==> src/rtl/mips_pkg.sv <==
// mips_pkg: opcode encodings, the opcode enum, default datapath widths and
// per-opcode register-usage helpers shared by the decode/issue stage and the
// ALU/memory stages downstream.
package mips_pkg;

    // Default widths; stages take these as parameter defaults.
    localparam int DEF_DATA_W = 32;
    localparam int DEF_REG_AW = 5;
    localparam int DEF_MEM_AW = 11;

    localparam logic [2:0] OPC_LI  = 3'b000;
    localparam logic [2:0] OPC_ADI = 3'b001;
    localparam logic [2:0] OPC_ADD = 3'b010;
    localparam logic [2:0] OPC_CMP = 3'b011;
    localparam logic [2:0] OPC_LW  = 3'b100;
    localparam logic [2:0] OPC_SW  = 3'b101;
    localparam logic [2:0] OPC_J   = 3'b110;
    localparam logic [2:0] OPC_BEQ = 3'b111;

    typedef enum logic [2:0] {
        OP_LI  = OPC_LI,
        OP_ADI = OPC_ADI,
        OP_ADD = OPC_ADD,
        OP_CMP = OPC_CMP,
        OP_LW  = OPC_LW,
        OP_SW  = OPC_SW,
        OP_J   = OPC_J,
        OP_BEQ = OPC_BEQ
    } opcode_t;

    typedef enum logic {
        ST_RUN     = 1'b0,
        ST_BR_WAIT = 1'b1
    } issue_state_t;

    // Instructions whose rd field names a destination register.
    function automatic logic is_writer(input opcode_t op);
        return (op == OP_LI) || (op == OP_ADI) || (op == OP_ADD) || (op == OP_LW);
    endfunction

    // rd is a source for compares, branches and the store-data register.
    function automatic logic reads_rd(input opcode_t op);
        return (op == OP_CMP) || (op == OP_BEQ) || (op == OP_SW);
    endfunction

    function automatic logic reads_rs(input opcode_t op);
        return (op == OP_ADD) || (op == OP_ADI) || (op == OP_CMP) || (op == OP_BEQ);
    endfunction

    function automatic logic reads_rt(input opcode_t op);
        return (op == OP_ADD);
    endfunction

endpackage

==> src/rtl/reg_scoreboard.sv <==
// reg_scoreboard: one pending bit per architectural register.
//   clock, reset          rising-edge clock, async active-high reset
//   set_en/set_addr       mark a register as having a write in flight
//   clr_en/clr_addr       writeback retiring that register
//   look_a/b/c            three lookup addresses
//   busy_a/b/c            pending, with a same-cycle writeback seen as clear
module reg_scoreboard #(
    parameter int REG_AW = 5
) (
    input  logic              clock,
    input  logic              reset,
    input  logic              set_en,
    input  logic [REG_AW-1:0] set_addr,
    input  logic              clr_en,
    input  logic [REG_AW-1:0] clr_addr,
    input  logic [REG_AW-1:0] look_a,
    input  logic [REG_AW-1:0] look_b,
    input  logic [REG_AW-1:0] look_c,
    output logic              busy_a,
    output logic              busy_b,
    output logic              busy_c
);
    import mips_pkg::*;

    localparam int NREG = 1 << REG_AW;

    logic [NREG-1:0] pending;

    // NOTE: this bit array is reset, unlike a plain data RAM, because a reset
    // must forget every in-flight write or issue would deadlock.
    always_ff @(posedge clock or posedge reset) begin
        if (reset) begin
            pending <= '0;
        end else begin
            // NOTE: non-blocking assignments; the later set overrides the
            // earlier clear when both target the same register this cycle.
            if (clr_en) pending[clr_addr] <= 1'b0;
            if (set_en) pending[set_addr] <= 1'b1;
        end
    end

    // Writeback bypass: a register retiring this cycle no longer blocks.
    assign busy_a = pending[look_a] && !(clr_en && (clr_addr == look_a));
    assign busy_b = pending[look_b] && !(clr_en && (clr_addr == look_b));
    assign busy_c = pending[look_c] && !(clr_en && (clr_addr == look_c));

endmodule

==> src/rtl/decode_issue.sv <==
// decode_issue: decodes the 3-bit-opcode ISA into a registered issue bundle,
// with valid/ready on both sides, RAW/WAW stalls from a register scoreboard
// and a branch-wait state that blocks issue after J/BEQ until br_done.
//   clock, reset                 rising-edge clock, async active-high reset
//   in_valid/in_ready            fetch handshake (in_ready combinational)
//   instruction_in               instruction word
//   out_valid/out_ready          downstream handshake for the bundle
//   alu_op, alu_en, mem_rd, mem_wr, rd/rs/rt_addr, mem_addr, imm   bundle
//   wb_valid/wb_addr             writeback retiring a register write
//   br_done                      pulse: outstanding branch resolved
module decode_issue
    import mips_pkg::*;
#(
    parameter int DATA_W = DEF_DATA_W,
    parameter int REG_AW = DEF_REG_AW,
    parameter int MEM_AW = DEF_MEM_AW
) (
    input  logic              clock,
    input  logic              reset,
    input  logic              in_valid,
    output logic              in_ready,
    input  logic [DATA_W-1:0] instruction_in,
    output logic              out_valid,
    input  logic              out_ready,
    output logic [2:0]        alu_op,
    output logic              alu_en,
    output logic              mem_rd,
    output logic              mem_wr,
    output logic [REG_AW-1:0] rd_addr,
    output logic [REG_AW-1:0] rs_addr,
    output logic [REG_AW-1:0] rt_addr,
    output logic [MEM_AW-1:0] mem_addr,
    output logic [DATA_W-1:0] imm,
    input  logic              wb_valid,
    input  logic [REG_AW-1:0] wb_addr,
    input  logic              br_done
);

    localparam int IMM_W = DATA_W - 3 - REG_AW;

    // ---------------- field extraction ----------------
    opcode_t           op;
    logic [REG_AW-1:0] f_rd, f_rs, f_rt;

    assign op   = opcode_t'(instruction_in[DATA_W-1 -: 3]);
    assign f_rd = instruction_in[DATA_W-4 -: REG_AW];
    assign f_rs = instruction_in[DATA_W-4-REG_AW -: REG_AW];
    assign f_rt = instruction_in[DATA_W-4-2*REG_AW -: REG_AW];

    logic use_rd, use_rs, use_rt;
    assign use_rd = is_writer(op) || reads_rd(op);
    assign use_rs = reads_rs(op);
    assign use_rt = reads_rt(op);

    // ---------------- decode ----------------
    logic              d_alu_en, d_mem_rd, d_mem_wr;
    logic [MEM_AW-1:0] d_mem_addr;
    logic [DATA_W-1:0] d_imm;

    // NOTE: every output gets a default before the case so no latch is inferred.
    always_comb begin
        d_alu_en   = 1'b0;
        d_mem_rd   = 1'b0;
        d_mem_wr   = 1'b0;
        d_mem_addr = '0;
        d_imm      = '0;
        case (op)
            OP_LI:  begin
                d_alu_en = 1'b1;
                d_imm    = {{(DATA_W-IMM_W){1'b0}}, instruction_in[IMM_W-1:0]};
            end
            OP_ADI: begin
                d_alu_en = 1'b1;
                d_imm    = {{(DATA_W-8){1'b0}}, instruction_in[7:0]};
            end
            OP_ADD: d_alu_en = 1'b1;
            OP_LW:  begin
                d_mem_rd   = 1'b1;
                d_mem_addr = instruction_in[MEM_AW-1:0];
            end
            OP_SW:  begin
                d_mem_wr   = 1'b1;
                d_mem_addr = instruction_in[MEM_AW-1:0];
            end
            OP_J, OP_BEQ: d_imm = {{(DATA_W-8){1'b0}}, instruction_in[7:0]};
            default: ;
        endcase
    end

    // ---------------- scoreboard / hazard ----------------
    logic busy_rd, busy_rs, busy_rt, hazard, accept;

    reg_scoreboard #(.REG_AW(REG_AW)) u_scoreboard (
        .clock    (clock),
        .reset    (reset),
        .set_en   (accept && is_writer(op)),
        .set_addr (f_rd),
        .clr_en   (wb_valid),
        .clr_addr (wb_addr),
        .look_a   (f_rd),
        .look_b   (f_rs),
        .look_c   (f_rt),
        .busy_a   (busy_rd),
        .busy_b   (busy_rs),
        .busy_c   (busy_rt)
    );

    // A writer whose rd is pending is a WAW hazard; a reader of rd is RAW.
    assign hazard = (use_rd && busy_rd) || (use_rs && busy_rs) || (use_rt && busy_rt);

    // ---------------- branch-wait FSM ----------------
    issue_state_t state, state_nxt;
    logic         issue_open;

    always_ff @(posedge clock or posedge reset) begin
        if (reset) state <= ST_RUN;
        else       state <= state_nxt;
    end

    always_comb begin
        state_nxt = state;
        case (state)
            ST_RUN:     if (accept && ((op == OP_J) || (op == OP_BEQ))) state_nxt = ST_BR_WAIT;
            ST_BR_WAIT: if (br_done) state_nxt = ST_RUN;
            default:    state_nxt = ST_RUN;
        endcase
    end

    // Branch wait blocks new accepts only; a held bundle still drains.
    always_comb begin
        issue_open = (state == ST_RUN);
    end

    assign in_ready = issue_open && !hazard && (!out_valid || out_ready);
    assign accept   = in_valid && in_ready;

    // ---------------- output bundle register ----------------
    always_ff @(posedge clock or posedge reset) begin
        if (reset) begin
            out_valid <= 1'b0;
            alu_op    <= '0;
            alu_en    <= 1'b0;
            mem_rd    <= 1'b0;
            mem_wr    <= 1'b0;
            rd_addr   <= '0;
            rs_addr   <= '0;
            rt_addr   <= '0;
            mem_addr  <= '0;
            imm       <= '0;
        end else if (accept) begin
            out_valid <= 1'b1;
            alu_op    <= op;
            alu_en    <= d_alu_en;
            mem_rd    <= d_mem_rd;
            mem_wr    <= d_mem_wr;
            rd_addr   <= use_rd ? f_rd : '0;
            rs_addr   <= use_rs ? f_rs : '0;
            rt_addr   <= use_rt ? f_rt : '0;
            mem_addr  <= d_mem_addr;
            imm       <= d_imm;
        end else if (out_ready) begin
            out_valid <= 1'b0;
        end
    end

endmodule

==> config.mk <==
export PLATFORM = sky130hd
export DESIGN_NAME = decode_issue
export DESIGN_NICKNAME = d
export VERILOG_FILES = /design/src/rtl/mips_pkg.sv /design/src/rtl/reg_scoreboard.sv /design/src/rtl/decode_issue.sv
export SDC_FILE = /design/constraint.sdc
export NUM_CORES = 1
export LEC_CHECK = 0
export BUFFER_PORTS_ARGS = -buffer_cell sky130_fd_sc_hd__buf_4
export CORE_MARGIN = 2
export CORE_UTILIZATION = 56
export DETAILED_ROUTE_END_ITERATION = 16
export PLACE_DENSITY = 0.87
export SYNTH_ARGS = -nofsm -noshare
export SYNTH_HDL_FRONTEND = slang
export SYNTH_SLANG_ARGS = --single-unit
==> constraint.sdc <==
create_clock -name clock -period 3.1 [get_ports clock]
set_input_delay 0.465 -clock clock [delete_from_list [all_inputs] [get_ports clock]]
set_output_delay 0.465 -clock clock [all_outputs]
set_load 0.05 [all_outputs]
==> summary.md, run 1 <==
| Metric | Value |
|---|---|
| Initial Util | 0.574 |
| Filler instances | 705 |
| CP Launch Type | flip-flop |
| CTS tree | built |
| Vias post-DR | roughly 4500 |
| Vias in the first global route | roughly 4600 |
| Width of the die | around 100 um |
| Register area share after synthesis | 0.405 |
| Routed vias/inst | 6.13 |
| Top-count cell post-synth | dfrtp_1 |
| Crit-path max FO | 4 |
| # diodes | 0 |
| Crit path launch | u_scoreboard.pending[13] |
| First DRT Iteration DRCs | 363 |
| Setup WS post-layout | -2.17 ps |
| Fmax | ~0.32 GHz |
| Post-DP HPWL | around 10000 um |
| Gpl congestion | between 0.9 and 1 |
| Total gr overflow | 0 |
| DR WL/cell | between 15 and 20 um |
| Ys Warns | 0 |
| GRT Total Usage | 0.277 |
| Library cells used by synthesis | 41 |
| Hold-fix buffers at CTS | 0 |
| Fin. max-slew vios | 0 |
| Core box area | around 0.0097 mm2 |
| Area taken by multi-input logic gates | roughly 0.0028 mm2 |
| Inserted Clock Buffers | 9 |
| Worst-Skew Late Latency | ~380 ps |
| IO buf count | 100 |
| Gate Count Post-Synth | 523 |
| Slew Limit Headroom | 0.285 |
| Rows | 36 |
| WP data required | 2630 ps |
| Post-route cell area | approximately 0.0065 mm2 |
| Pwr dens | about 640 mW/mm2 |
| Delay of the slowest critical-path stage | ~530 ps |
| Die Area | 0.0107 mm2 |
| Placed Area | ~0.0063 mm2 |
| Fin crit share | 1.00 |
| CP arrival | ~2600 ps |
| Worst hold path class | in2async |
| CP endpoint kind | output pin |
| Slowest cell on crit path | mux4_2 |
| Worst-Margin Slew | 1070 ps |
| Max cap viols | 0 |
| Mapped Area | between 0.005 and 0.006 mm2 |
| Setup CP Type | reg2out |
| Synth top area share | 0.405 |
| Final WL | approximately 15000 um |
| Largest net degree at the start of global routing | 50 |
| Clk buf depth | 2 |
| Setup Buffers After CTS | 0 |
| Post-synth top cells | 90 x dfrtp_1, 80 x mux2i_1, 60 x nand2_1 |
| Clock Sinks | 90 |
| Final ANT Viol Nets | 0 |
| Top Ports | between 100 and 150 |
| Lkg Pwr | ~3.2 nW |
| Run status | finished with violations |
| Register area | ~0.0023 mm2 |
| Number of synthesized flops with an enable pin | 0 |
| H-tree Lvls | 3 |
| Syn avg cell area | between 10 and 15 um2 |
| Initial antenna violation count | 0 |
| CTS clk-pin slew, worst paths | ~100 ps |
| Clock skew | between 20 and 25 ps |
| Synth-to-Final Area Change | 17.5% |
| Failing checks | setup timing |
| Drt first pass iters | 5 |
| Final Hold Viols | 0 |
| Final min period | ~3100 ps |
| Peak VDD IR | roughly 290 uV |
| Main area contributors after synthesis | dfrtp_1 41%, mux2i_1 14%, o41ai_2 9.4%, mux4_2 4.9%, nand2_1 4.1% |
| Die height | approximately 100 um |
| Proportion of layout cells with a drive suffix above 1 | 0.327 |
| Final setup fails | 1 |
| Most used flip-flop cell after synthesis | dfrtp_1 |
| Residual DRC | 0 |
| Clock Tree Root | clkbuf_8 |
| First-pass GRT wire length | between 20000 and 25000 um |
| RSZ-0062 raised after global routing | yes |
| # nets final | between 600 and 700 |
| Asr flop ratio synth | 1.00 |
| Setup TNS | -2.17 ps |
| Cell taking the most area after synthesis | dfrtp_1 |
| Worst r2r src | u_scoreboard.pending[13] |
| CP cell instances | mux4_2, a2111oi_4, a31oi_1, a2111oi_2, nor2b_2, buf_6 |
| FF+latch count, synth | 90 |
final timing paths:
path,end,slack [ps],cells past startpoint
worst max-delay path,in_ready,-2,6
min in group clock,state,260,2
max in group asynchronous,imm[16],2060,3
worst max register to register,u_scoreboard.pending[1],190,7
worst min-delay path,mem_wr,230,2
worst min register to register,alu_op[1],520,1
stage by stage:
stage,instances,hold WS [ps],power (mW),utilization,setup WS [ps]
finish,735,229,4.20,0.674,-2.17
global route,735,256,4.37,0.674,-71.9
CTS,735,251,4.19,0.674,4.92
detailed placement,719,503,3.36,0.652,36.6
global placement,719,496,3.30,0.652,159
floorplan,530,517,2.85,-,71.3
sequential cells by signal (all words and copies together), names as in the netlist:
name                  count
alu_en                    1
alu_op                    3
imm                      24
mem_addr                 11
mem_rd                    1
mem_wr                    1
out_valid                 1
rd_addr                   5
rs_addr                   5
rt_addr                   5
state                     1
u_scoreboard.pending     32
layout by cell type (no fill, tap or decap), types with 3 or more instances in the layout:
master / instances
nor2_1: 3
nor4_1: 3
mux2_2: 7
conb_1: 8
inv_1: 54
a21oi_1: 3
or3_1: 3
o21ai_0: 37
mux2i_1: 80
mux4_2: 12
o32ai_1: 8
nand3_1: 4
nor2b_1: 4
nand2b_1: 7
inv_6: 3
xnor2_1: 16
nand2_1: 60
or2_2: 6
clkbuf_8: 9
nand3b_1: 8
nand4_1: 4
dfrtp_1: 89
o41ai_2: 32
or3b_2: 3
buf_4: 109
area by class of cell:
| class | instances | share of cell area |
|---|---|---|
| Multi-Input combinational cell | 330 | 0.436 |
| Sequential cell | 90 | 0.345 |
| Timing Repair Buffer | 111 | 0.130 |
| Inverter | 55 | 0.0318 |
| Tap cell | 133 | 0.0255 |
| Clock buffer | 9 | 0.0190 |
| Clock inverter | 7 | 0.0130 |
cells by family (layout without fill, tap and decap cells):
group,after synthesis,after routing,synth area share
buf+inv,110,182,0.0903
mux,99,99,0.207
flops,90,90,0.405
other cells,1,8,0.000675
xor+xnor,16,16,0.0252
simple gates,119,119,0.114
compound gates,88,88,0.158
power breakdown:
group	total, mW	internal (mW)	switching, mW
clock network	0.847	0.386	0.461
logic	1.74	0.616	1.13
registers	1.61	1.41	0.205
total	4.20	2.41	1.79
timing repair:
| item | CTS | global route |
|---|---|---|
| endpoints found under the setup margin | 1 | 1 |
| resized for setup | 0 | 2 |
| pin swaps | 1 | 2 |
worst max-delay path: cells and delay by family, from the launching register on:
family	cells	cell delay, ps
compound gates	3	870
mux	1	530
flops	1	460
simple gates	1	220
buf+inv	1	170
routing by layer:
metal,track usage,wire length (um),share of wire,up-vias
met5,0,0,0,-
li1,-,-,-,1975
met1,0.354,5720,0.39,2194
met3,0.0699,1350,0.092,56
met2,0.448,7090,0.48,279
met4,0.119,503,0.034,0
Power figures use the tool's default switching activity.
==> run 2, diff against run 1 <==
==> constraint.sdc (replaced) <==
create_clock -name clock -period 3.1 [get_ports clock]
set_input_delay 0.62 -clock clock [delete_from_list [all_inputs] [get_ports clock]]
set_output_delay 0.62 -clock clock [all_outputs]
set_load 0.05 [all_outputs]
==> summary.md, run 2 (synthesis results as in run 1) <==
| Metric | Value |
|---|---|
| R2R Path End | u_scoreboard.pending[9] |
| # nets final | 657 (+2.7%) |
| Clock Tree Root | clkbuf_8 |
| Drt first pass iters | 5 (unchanged) |
| Initial antenna violation count | 0 (unchanged) |
| RSZ-0062 raised after global routing | yes |
| Inserted Clock Buffers | 9 (unchanged) |
| Most common cell after layout, fill and taps aside | buf_4 |
| Worst-Margin Slew | 915 ps (-151 ps) |
| Initial Util | 0.574 (unchanged) |
| CTS clk-pin slew, worst paths | 110 ps (about the same) |
| Largest net degree at the start of global routing | 91 (+82%) |
| R2R depth | 9 (+2) |
| Synth-to-Final Area Change | 20.4% |
| Fin crit share | 1.03 (+0.0261) |
| Top Ports | 109 (unchanged) |
| Slew Limit Headroom | 0.388 (+0.103) |
| Worst-Skew Late Latency | 380 ps (about the same) |
| IO buf count | 100 (unchanged) |
| Total placed cells including tap cells | 731 (+1.7%) |
| Final WL | 15000 um (+2.1%) |
| Register area | 0.00225 mm2 (unchanged) |
| Final min period | 3180 ps (+80.8 ps) |
| GRT Total Usage | 0.286 (+0.00925) |
| Run status | finished with violations |
| Max cap viols | 0 (unchanged) |
| Gpl congestion | 0.944 (-2.8%) |
| Width of the die | 104 um (unchanged) |
| Worst hold path class | in2async |
| Die Area | 0.0107 mm2 (unchanged) |
| Register bank with the most flops | u_scoreboard.pending |
| Final Hold Viols | 0 (unchanged) |
| Area taken by multi-input logic gates | 0.00285 mm2 (+0.18%) |
| Rows | 36 (unchanged) |
| # diodes | 0 (unchanged) |
| Clk buf depth | 2 (unchanged) |
| Residual DRC | 0 (unchanged) |
| Setup WS post-layout | -83.0 ps (-80.8 ps) |
| Clock Sinks | 90 (unchanged) |
| CP Launch Type | input pin |
| Hold-fix buffers at CTS | 0 (unchanged) |
| WP data required | 2480 ps (-150 ps) |
| Failing checks | setup timing |
| Final setup fails | 1 (unchanged) |
| CP arrival | 2560 ps (-80 ps) |
| Setup TNS | -83.0 ps (-80.8 ps) |
| Vias post-DR | 4582 (+1.7%) |
| Clock skew | 15.2 ps (-5.30 ps) |
| Worst r2r src | u_scoreboard.pending[5] |
| First DRT Iteration DRCs | 416 (+15%) |
| Most frequent cells in the layout | 124 x buf_4, 89 x dfrtp_1, 80 x mux2i_1 |
| Layout Cells excl Fill | 752 (+2.3%) |
| Setup CP Type | in2out |
| DR WL/cell | 19.9 um (-0.22%) |
| Peak VDD IR | 297 uV (+3.5%) |
| Reg2Reg Setup Slack | 180 ps (about the same) |
| Post-DP HPWL | 10500 um (+0.53%) |
| Die height | 104 um (unchanged) |
| Fin. max-slew vios | 0 (unchanged) |
| Proportion of layout cells with a drive suffix above 1 | 0.346 (+0.0185) |
| CTS tree | built |
| Final ANT Viol Nets | 0 (unchanged) |
| Total gr overflow | 0 (unchanged) |
| H-tree Lvls | 3 (unchanged) |
| Core box area | 0.00968 mm2 (unchanged) |
| Vias in the first global route | 4487 (-1.5%) |
| CP endpoint kind | output pin |
| Routed vias/inst | 6.09 (-0.57%) |
| First-pass GRT wire length | 24300 um (+3.6%) |
| Largest registers | u_scoreboard.pending (32), imm (24), mem_addr (11) |
| Largest register FFs | 32 (unchanged) |
| Crit-path max FO | 18 (+14) |
| Filler instances | 716 (+1.6%) |
| Fmax | 0.314 GHz (-2.5%) |
| Lkg Pwr | 3.29 nW (+3.3%) |
| Pwr dens | 638 mW/mm2 (-0.91%) |
-- run 2: changes by cell type in the layout (fill, tap and decap cells not counted) --
cell and delta:
buf_4 +15, buf_12 +2, inv_8 +2, buf_6 -1
buf_8 +1, clkinv_8 -1, clkinvlp_4 -1, nor2b_2 -1
nor2b_4 +1
-- run 2: worst max-delay path: stages --
cell	delay, ps
buf_4	270
mux2i_1	240
o32ai_1	110
nor4_1	320
a21oi_1	170
a2111oi_2	440
nor2b_4	240
buf_8	150
-- run 2: worst max path at each step --
stage	slack, ps	start	to
6_report	-80	instruction_in[25]	in_ready
5_1_grt	-160	u_scoreboard.pending[5]	in_ready
4_1_cts	-100	u_scoreboard.pending[12]	in_ready
3_5_place_dp	-100	instruction_in[19]	u_scoreboard.pending[9]
3_3_place_gp	-60	instruction_in[19]	in_ready
2_1_floorplan	10	instruction_in[25]	in_ready
-- run 2: area by class of cell --
class,instances,share of cell area
clock buffers,9,0.0185
clock inverters,7,0.0125
inverters,55,0.0310
multi-input cells,330,0.426
flip-flops and latches,90,0.337
well taps,133,0.0249
repair buffers,128,0.150
-- run 2: timing repair --
item,4_1_cts,5_1_grt
setup endpoints to repair,1,1
gates resized for setup,1,2
setup buffers,5,0
endpoints found under the hold margin,0,0
pin swaps,2,2
-- run 2: power breakdown --
group	switching, mW	internal [mW]	total (mW)
Clock	0.473	0.391	0.865
Combinational	1.14	0.653	1.79
Sequential	0.202	1.41	1.61
-- run 2: routing by layer --
metal	wire length [um]	track usage	part of all wire	up-vias
met2	7080	0.445	0.47	252
met5	0	0	0	-
li1	-	-	-	2014
met4	469	0.117	0.031	0
met3	1160	0.0667	0.078	43
met1	6250	0.389	0.42	2273
-- run 2: metrics by stage --
| stage | hold slack (ps) | area (um2) | utilization | setup slack (ps) | total power [mW] |
|---|---|---|---|---|---|
| 6_report | 329 | 6690 | 0.691 | -83.0 | 4.27 |
| 2_1_floorplan | 517 | 5600 | - | 14.5 | 2.85 |
| 4_1_cts | 360 | 6690 | 0.690 | -100 | 4.26 |
| 3_3_place_gp | 492 | 6440 | 0.665 | -60.0 | 3.33 |
| 5_1_grt | 381 | 6690 | 0.691 | -157 | 4.44 |
| 3_5_place_dp | 495 | 6440 | 0.665 | -101 | 3.38 |
==> run 3, diff against run 2 <==
--- a/config.mk
+++ b/config.mk
@@ -5,7 +5,7 @@
 export SDC_FILE = /design/constraint.sdc
 export NUM_CORES = 1
 export LEC_CHECK = 0
-export BUFFER_PORTS_ARGS = -buffer_cell sky130_fd_sc_hd__buf_4
+export BUFFER_PORTS_ARGS = -buffer_cell sky130_fd_sc_hd__buf_2
 export CORE_MARGIN = 2
 export CORE_UTILIZATION = 56
 export DETAILED_ROUTE_END_ITERATION = 16
==> summary.md, run 3 (synthesis results as in run 1) <==
| Metric | Value |
|---|---|
| Clk buf depth | 2 (unchanged) |
| Fin crit share | 1.01 (-0.0130) |
| DR WL/cell | 20.3 um (+2.1%) |
| Filler instances | 692 (-3.4%) |
| Gpl congestion | 1.02 (+7.8%) |
| Failing checks | setup timing |
| CTS clk-pin slew, worst paths | 100 ps (about the same) |
| Max cap viols | 0 (unchanged) |
| Global routing usage on met1 | 0.379 (-0.00928) |
| Routed vias/inst | 6.21 (+1.8%) |
| Most common cell after layout, fill and taps aside | buf_2 |
| Width of the die | 104 um (unchanged) |
| CP endpoint kind | output pin |
| Post-route cell area | 0.00663 mm2 (-0.86%) |
| Vias post-DR | 4834 (+5.5%) |
| Hold WS | 329 ps (+0.558 ps) |
| Register bank with the most flops | u_scoreboard.pending |
| # nets final | 684 (+4.1%) |
| Final Util | 0.685 (-0.00594) |
| Synth-to-Final Area Change | 19.4% |
| Clock Sinks | 90 (unchanged) |
| Run status | finished with violations |
| # diodes | 0 (unchanged) |
| Rows | 36 (unchanged) |
| Inserted Clock Buffers | 9 (unchanged) |
| Worst-Skew Late Latency | 390 ps (about the same) |
| Layout Cells excl Fill | 779 (+3.6%) |
| Hold-fix buffers at CTS | 0 (unchanged) |
| Core box area | 0.00968 mm2 (unchanged) |
| Largest register FFs | 32 (unchanged) |
| Worst hold path class | in2async |
| WP data required | 2480 ps (about the same) |
| Final min period | 3140 ps (-40.2 ps) |
| Final setup fails | 1 (unchanged) |
| Met2 Usage GRT | 0.491 (+0.0459) |
| GRT busiest layer | met2 |
| CP arrival | 2520 ps (-40 ps) |
| Proportion of layout cells with a drive suffix above 1 | 0.372 (+0.0258) |
| Setup TNS | -42.8 ps (+40.2 ps) |
| Placed Area | 0.00637 mm2 (-1.0%) |
| Slew Limit Headroom | 0.402 (+0.0134) |
| Clock skew | 18.8 ps (+3.64 ps) |
| Residual DRC | 0 (unchanged) |
| Initial antenna violation count | 1 (+1) |
| Pwr dens | 625 mW/mm2 (-1.9%) |
| Setup WS post-layout | -42.8 ps (+40.2 ps) |
| Grt met3 use | 0.0661 (-0.000629) |
| IO buf count | 100 (unchanged) |
| Most frequent cells in the layout | 97 x buf_2, 90 x dfrtp_1, 80 x mux2i_1 |
| CP Launch Type | flip-flop |
| Vias in the first global route | 4880 (+8.8%) |
| H-tree Lvls | 3 (unchanged) |
| Total placed cells including tap cells | 759 (+3.8%) |
| Register area | 0.00225 mm2 (about the same) |
| Largest registers | u_scoreboard.pending (32), imm (24), mem_addr (11) |
| Fin. max-slew vios | 0 (unchanged) |
| Final Hold Viols | 0 (unchanged) |
| Area taken by multi-input logic gates | 0.00285 mm2 (unchanged) |
| Total gr overflow | 0 (unchanged) |
| Crit-path max FO | 4 (-14) |
| Setup CP Type | reg2out |
| Largest net degree at the start of global routing | 43 (-53%) |
| Lkg Pwr | 3.36 nW (+2.1%) |
| GRT Total Usage | 0.300 (+0.0145) |
| Initial Util | 0.574 (unchanged) |
| Peak VDD IR | 303 uV (+1.9%) |
| Final ANT Viol Nets | 0 (unchanged) |
| Final WL | 15800 um (+5.8%) |
| Drt first pass iters | 5 (unchanged) |
| Top Ports | 109 (unchanged) |
| First DRT Iteration DRCs | 475 (+14%) |
| RSZ-0062 raised after global routing | yes |
| Die Area | 0.0107 mm2 (unchanged) |
| Worst-Margin Slew | 895 ps (-20.0 ps) |
| Fmax | 0.318 GHz (+1.3%) |
| Die height | 104 um (unchanged) |
| Clock Tree Root | clkbuf_8 |
| First-pass GRT wire length | 25400 um (+4.5%) |
| CTS tree | built |
| Post-DP HPWL | 11500 um (+9.4%) |
==> run 3: final timing paths <==
path	from	end	slack (ps)	cells after the start
max	u_scoreboard.pending[5]	in_ready	-40	7
min	reset	u_scoreboard.pending[31]	330	2
max reg2reg	u_scoreboard.pending[6]	mem_addr[4]	270	9
min reg2reg	mem_rd	mem_rd	520	1
max in group asynchronous	reset	imm[17]	1930	3
min in group clock	br_done	state	410	2
==> run 3: metal layers <==
layer	up-vias	wire length, um
met5	-	17
met4	2	667
met3	80	1440
met2	304	7570
met1	2386	6150
li1	2062	-
==> run 3: final cells by class <==
class | instances | area share
clock buffers | 9 | 0.0187
clock inverters | 7 | 0.0123
inverters | 55 | 0.0313
multi-input cells | 330 | 0.430
flip-flops and latches | 90 | 0.339
well taps | 133 | 0.0251
repair buffers | 155 | 0.144
==> run 3: power breakdown <==
group	total, mW	internal (mW)	leakage [nW]	switching [mW]
sequential	1.60	1.41	1.19	0.200
clock	0.822	0.323	0.104	0.499
combinational	1.72	0.561	2.06	1.16
==> run 3: worst max-delay path: stages (launching register included) <==
cell and delay [ps]:
dfrtp_1 450, mux4_2 510, nor2b_4 150, a2111oi_4 180, a31oi_1 100, a2111oi_2 370, nor2b_4 250, buf_8 150
==> run 3: metrics by stage <==
stage,power [mW],worst slack [ps]
detailed placement,3.29,-311
finish,4.15,-42.8
floorplan,2.85,14.5
CTS,4.13,-114
global placement,3.22,-217
global route,4.32,-214
==> run 3: what timing repair did <==
action                     4_1_cts  5_1_grt
pin swaps                        2        5
setup buffers                    4        0
setup endpoints to repair        1       17
gates resized for setup          4        4
